## src/rtl/enc_16_to_4_seq.sv

```systemverilog
// Sequential 16-to-4 encoder: captures a request vector and emits the address of each set bit,
// one per handshake, in priority order. DONE pulses once the captured vector is exhausted.
module enc_16_to_4_seq #(
  parameter int unsigned PRIORITY_LOW = 1
) (
  input  logic        CLK,
  input  logic        RST_N,
  input  logic [15:0] REQ,
  input  logic        REQ_VALID,
  output logic        REQ_READY,
  output logic [3:0]  ADDR,
  output logic        ADDR_VALID,
  input  logic        ADDR_READY,
  output logic        DONE,
  output logic [4:0]  COUNT
);

  localparam int unsigned N  = 16;
  localparam int unsigned IW = 4;
  localparam int unsigned CW = 5;

  typedef enum logic {S_IDLE, S_EMIT} state_e;

  state_e          state_q, state_d;
  logic [N-1:0]    pend_q, pend_d;
  logic [IW-1:0]   addr_q, addr_d;
  logic            addr_valid_q, addr_valid_d;
  logic            req_ready_q, req_ready_d;
  logic            done_q, done_d;
  logic [CW-1:0]   count_q, count_d;

  // Index of the highest-priority set bit; the last match in the scan wins.
  function automatic logic [IW-1:0] pick_idx(input logic [N-1:0] v);
    logic [IW-1:0] idx;
    idx = '0;
    for (int i = 0; i < int'(N); i++) begin
      if (PRIORITY_LOW != 0) begin
        if (v[N-1-i]) idx = IW'(N-1-i);
      end else begin
        if (v[i]) idx = IW'(i);
      end
    end
    return idx;
  endfunction

  function automatic logic [CW-1:0] popcount(input logic [N-1:0] v);
    logic [CW-1:0] c;
    c = '0;
    for (int i = 0; i < int'(N); i++) c = c + CW'(v[i]);
    return c;
  endfunction

  // Decoder wiring is bit-mirrored: ADDR[0] carries the index MSB.
  function automatic logic [IW-1:0] addr_code(input logic [IW-1:0] idx);
    logic [IW-1:0] code;
    for (int i = 0; i < int'(IW); i++) code[i] = idx[IW-1-i];
    return code;
  endfunction

  always_ff @(posedge CLK or negedge RST_N) begin
    if (!RST_N) begin
      state_q      <= S_IDLE;
      pend_q       <= '0;
      addr_q       <= '0;
      addr_valid_q <= 1'b0;
      req_ready_q  <= 1'b0;
      done_q       <= 1'b0;
      count_q      <= '0;
    end else begin
      state_q      <= state_d;
      pend_q       <= pend_d;
      addr_q       <= addr_d;
      addr_valid_q <= addr_valid_d;
      req_ready_q  <= req_ready_d;
      done_q       <= done_d;
      count_q      <= count_d;
    end
  end

  always_comb begin
    state_d = state_q;
    pend_d  = pend_q;
    count_d = count_q;
    done_d  = 1'b0;
    case (state_q)
      S_IDLE: begin
        if (REQ_VALID && req_ready_q) begin
          pend_d  = REQ;
          count_d = popcount(REQ);
          if (REQ != '0) state_d = S_EMIT;
          else           done_d  = 1'b1;
        end
      end
      S_EMIT: begin
        if (ADDR_READY) begin
          pend_d = pend_q & ~(N'(1) << pick_idx(pend_q));
          if (pend_d == '0) begin
            state_d = S_IDLE;
            done_d  = 1'b1;
          end
        end
      end
      default: state_d = S_IDLE;
    endcase
    // Outputs are precomputed from next state so they leave the block straight from flops.
    addr_valid_d = (state_d == S_EMIT);
    req_ready_d  = (state_d == S_IDLE);
    addr_d       = addr_valid_d ? addr_code(pick_idx(pend_d)) : addr_q;
  end

  assign REQ_READY  = req_ready_q;
  assign ADDR       = addr_q;
  assign ADDR_VALID = addr_valid_q;
  assign DONE       = done_q;
  assign COUNT      = count_q;

endmodule

```

## config.mk

```make
export PLATFORM = sky130hd
export DESIGN_NAME = enc_16_to_4_seq
export DESIGN_NICKNAME = d
export VERILOG_FILES = /design/src/rtl/enc_16_to_4_seq.sv
export SDC_FILE = /design/constraint.sdc
export NUM_CORES = 1
export LEC_CHECK = 0
export ABC_AREA = 1
export CORE_MARGIN = 5
export CORE_UTILIZATION = 55
export CTS_CLUSTER_SIZE = 40
export DETAILED_ROUTE_END_ITERATION = 8
export PLACE_DENSITY = 0.84
export SLEW_MARGIN = 20
export SYNTH_ARGS = -nofsm -noshare
export SYNTH_HDL_FRONTEND = slang
export SYNTH_SLANG_ARGS = --single-unit
export TNS_END_PERCENT = 5
```

## constraint.sdc

```tcl
create_clock -name CLK -period 3 [get_ports CLK]
set_input_delay 0.45 -clock CLK [delete_from_list [all_inputs] [get_ports CLK]]
set_output_delay 0.45 -clock CLK [all_outputs]
set_load 0.03 [all_outputs]
```

* Word-level counts from Yosys, hierarchy flattened
Index checks and enable logic that the tools add are counted.
Cells by class: add/subtract/negate cells 15, reduce and logical (&&, ||, !) cells 4, bitwise gates (word level) 4, shifts and indexed selects 1, mux-type cells 47
Operators with widths (count):
- $mux W4 | 34
- $add A5 B1 Y5 | 11
- $mux W16 | 2
- $pmux W16 S2 | 1
- $and A16 B16 Y16 | 1
- $logic_not A16 Y1 | 1
- $not A16 Y16 | 1
- $reduce_bool A16 Y1 | 1
- $shl A1 B4 Y16 const A | 1
- $mux W1 | 8
- $add A4 B1 Y5 | 1
- $add A3 B1 Y4 | 1
- $pmux W1 S2 | 2
- $add A2 B1 Y3 | 1
- $add A1 B1 Y2 | 1
- $not A1 Y1 | 2
- $reduce_and A2 Y1 | 1
- $logic_and A1 B1 Y1 | 1
Word-level totals: logic and storage cells 77, flip-flop bits (word level) 28

* Longest topological paths before layout
Gate-level depths: netlist (run 1).
depth after elaboration 39, gate-level depth with buffers 36, depth with buffers taken out 36

* Least setup slack after synthesis (run 1)
No wires, ideal clock.
path type input-to-reg, start point in REQ[0], end point reg count_q[4], in the netlist COUNT[4], data arrival time 3320 ps, library setup time 65 ps, data required time 2935 ps, path buffers 0, cell stages on the path 12, slack -385 ps, cells stage by stage fa_1 > inv_1 > fa_1 > fa_1 > fa_1 > inv_1 > ha_1 > inv_1 > fa_1 > o21ai_0 > nand3_1 > nand2_1
Between the ends: longest elaborated chain between the ends 15
RTL lines:
- start: declaration | line 8 | input logic [15:0] REQ,
- $add A1 B1 Y2 | line 49 | for (int i = 0; i < int'(N); i++) c = c + CW'(v[i]);
- $add A2 B1 Y3 | line 49
- $add A3 B1 Y4 | line 49
- $add A4 B1 Y5 | line 49
- $add A5 B1 Y5 (11 in a row) | line 49
- end signal: assignment | line 76 | count_q <= count_d;
- end: declaration | line 30 | logic [CW-1:0] count_q, count_d;
Every way passes these cells. A chain may end at the register's enable or synchronous reset.

* Worst setup path after layout (run 1)
start point in REQ[1], end point reg count_q[3], in the netlist COUNT[3]
Same word-level chain as after synthesis.

==> metrics.md, run 1 <==
| Metric | Value |
|---|---|
| Outcome | finished with violations |
| Failing checks | negative setup slack |
| Worst Setup End Kind | flop |
| Initial Util | 56.7% |
| Fin. Hold Viols | 0 |
| Main synth FF type | dfrtp_1 |
| WP data required | 3.21 ns |
| FF+latch count, synth | 28 |
| Max clock buf depth | 2 |
| WL final | 7.08 mm |
| Slew of the pin with the lowest slew margin | 0.462 ns |
| Congestion Overflow GR | 0 |
| Hold Path Class | flop to flop |
| Rel. slew slack | 69.2% |
| Crit path buf inv count | 3 |
| Crit start category | input pin |
| Total GRT Usage | 23.4% |
| Arrival time at the worst endpoint | 3.52 ns |
| Syn Area/Cell | 7.19 µm² |
| Cell Chain, Critical Path | buf_6 > fa_1 > inv_1 > fa_2 > inv_2 > fa_1 > fa_1 > ha_4 > a21oi_2 > nor2_1 > nor2_1 > xnor2_1 > nand2_1 > nand2_1 |
| CP max FO | 2 |
| Final setup violation count | 4 |
| Clk slew on worst S/H paths | 0.10 ns |
| Antenna cells | 0 |
| Sequential share of the synthesized area | 28.4% |
| Final worst setup slack | -0.304 ns |
| CTS tree | yes |
| Gpl congestion | 0.915 |
| Crit path top cell by count | fa_1 |
| Maxcap violations | 0 |
| Post-Syn Area | 2470 µm² |
| H-tree Lvls | 1 |
| IO Port Bufs | 31 |
| Pin count of the biggest net entering global routing | 29 |
| Initial antenna violation count | 0 |
| Die X | 77.0 µm |
| Crit path time final | 3.30 ns |
| Post-synth ARST share | 100% |
| Average wire per standard cell | 15.9 µm |
| Tcrit/Tclk final | 110% |
| Final nets | 430 |
| Setup repair after global routing missed its margin | true |
| # DRC | 0 |
| Root Buffer | clkbuf_8 |
| DRT antenna net count | 0 |
| Post-synthesis instance total | 343 |
| Drt via density | 5.58 |
| Crit-path max cell delay | 0.63 ns |
| Number of synthesized flops with an enable pin | 0 |
| DR pass1 iterations | 4 |
| Max Freq | 303 MHz |
| Clock Skew | 0.00684 ns |
| Die Ht | 77.0 µm |
| Core area | 4350 µm² |
| Clock sinks | 28 |
| Area Overhead vs Synth | 23.6% |
| YS warnings | 0 |
| Number of global-route vias before repair | 2373 |
| DR iter-0 viols | 202 |
| I/O Pins | 32 |
| Clock latency on the worst-skew pair | 0.28 ns |
| Critical path's top delay family | adder cells |
| Slew Limit Fails | 0 |
| Inserted Clock Buffers | 3 |
| Setup_tns | -1.09 ns |
| Mapped Nets | 379 |
| WHS | 0.498 ns |
| Die Area | 5930 µm² |
| Share of layout cells above drive strength 1 | 22.4% |
| Slowest CP cell | fa_1 |
| Unique masters post-synth | 39 |
| Setup CP Type | input pin to flop |
| Global-route wire length before repair | 11.4 mm |
| Num rows | 24 |
| Dpl hpwl | 5.40 mm |
| Via Count | 2482 |
| Cts hold-fix bufs | 0 |
## area by class of cell
type	count	area (µm²)
fillers	332	1310
clock buffers	3	41.3
inverters	74	278
repair buffers	53	452
multi-input cells	234	1480
flip-flops and latches	28	701
well taps	52	65.1
clock inverters	1	30.0
## cell usage in the layout, fill, tap and decap left out, types with 3 or more instances in the layout
cell,n
clkdlybuf4s50_1,22
nand2_2,7
clkbuf_8,3
nor4_1,3
nand4_1,7
o21ai_1,6
ha_1,4
inv_1,56
nand3_1,16
o21ai_2,3
buf_4,23
nand2_4,3
nor2_1,22
o21ai_0,11
a32oi_1,5
inv_2,16
nand3_2,3
o211ai_1,5
fa_1,8
nand2_1,87
a21oi_1,11
nor2_2,6
buf_2,5
buf_6,3
dfrtp_1,28
## metal layers
metal  global-route usage [%]  wire length (µm)
met2                     38.1              3440
met3                     3.16               532
met1                     31.9              2890
met5                        0                 0
met4                     8.08               224
## worst reg2reg max path: cells and delay by family, from the launching register on
kind	cells	cell delay [ns]
AO/OA/AOI/OAI	1	0.24
buffers and inverters	1	0.08
flip-flops	1	0.42
AND/OR/NAND/NOR	28	1.93
## sequential cells by signal (all words and copies together), names as in the netlist
register and flops:
ADDR_VALID 1, ADDR 4, COUNT 5, REQ_READY 1, pend_q 16, DONE 1
## cells in the mapped netlist, drive strengths merged (5+ instances only)
cell    count  area share [%]
a21oi      14             3.8
a32oi       6             2.4
clkbuf      6             2.1
dfrtp      28              28
fa         10             8.1
ha          6             3.0
inv        72              11
nand2      97              16
nand3      19             4.5
nand4       7             1.8
nor2       29             5.3
nor4        5             1.8
o211ai      5             1.5
o21ai      20             4.4
## path summary, 6_finish.rpt
| path | start | to | slack (ns) | cells after the start |
|---|---|---|---|---|
| max reg2reg | pend_q[14] | ADDR[3] | 0.23 | 30 |
| max | REQ[1] | COUNT[3] | -0.30 | 14 |
| min reg2reg | ADDR[1] | ADDR[1] | 0.50 | 2 |
| min | ADDR[1] | ADDR[1] | 0.50 | 2 |
| max in group asynchronous | RST_N | pend_q[1] | 2.20 | 2 |
| min in group asynchronous | RST_N | COUNT[4] | 0.53 | 2 |
## per-stage QoR
step | worst slack [ns] | area [µm²] | util (%) | std cells
finish | -0.304 | 3050 | 70.0 | 445
global route | -0.353 | 3050 | 70.0 | 445
CTS | -0.206 | 3010 | 69.2 | 445
detailed placement | -0.961 | 2940 | 67.5 | 439
global placement | -0.833 | 2940 | 67.5 | 439
floorplan | -0.299 | 2470 | - | 343
## cells by family after synthesis
group                      after synthesis  synth area share (%)
DFF                                     28                  28.4
xor gates and xnor gates                 2                 0.710
AOI/OAI and AO/OA                       54                  15.3
buffers and inverters                   81                  13.6
adders and majority gates               16                  11.2
and+or+nand+nor                        162                  30.9
## repair_timing
item / CTS / global route
pin swaps: 9 / 8
resized for setup: 48 / 9
setup endpoints to repair: 5 / 8
buffers inserted: 2 / 0
Power of run 1 is left out: the tool's default activity adds up to more than one toggle a clock period on the data nets, which glitch-free logic cannot reach.
==> run 2: changes to the inputs <==
- SLEW_MARGIN: 20 -> not set
==> results of run 2 <==
No change in the layout: final DEF, timing and power equal those of run 1.
Power of run 2 is left out for the same reason.
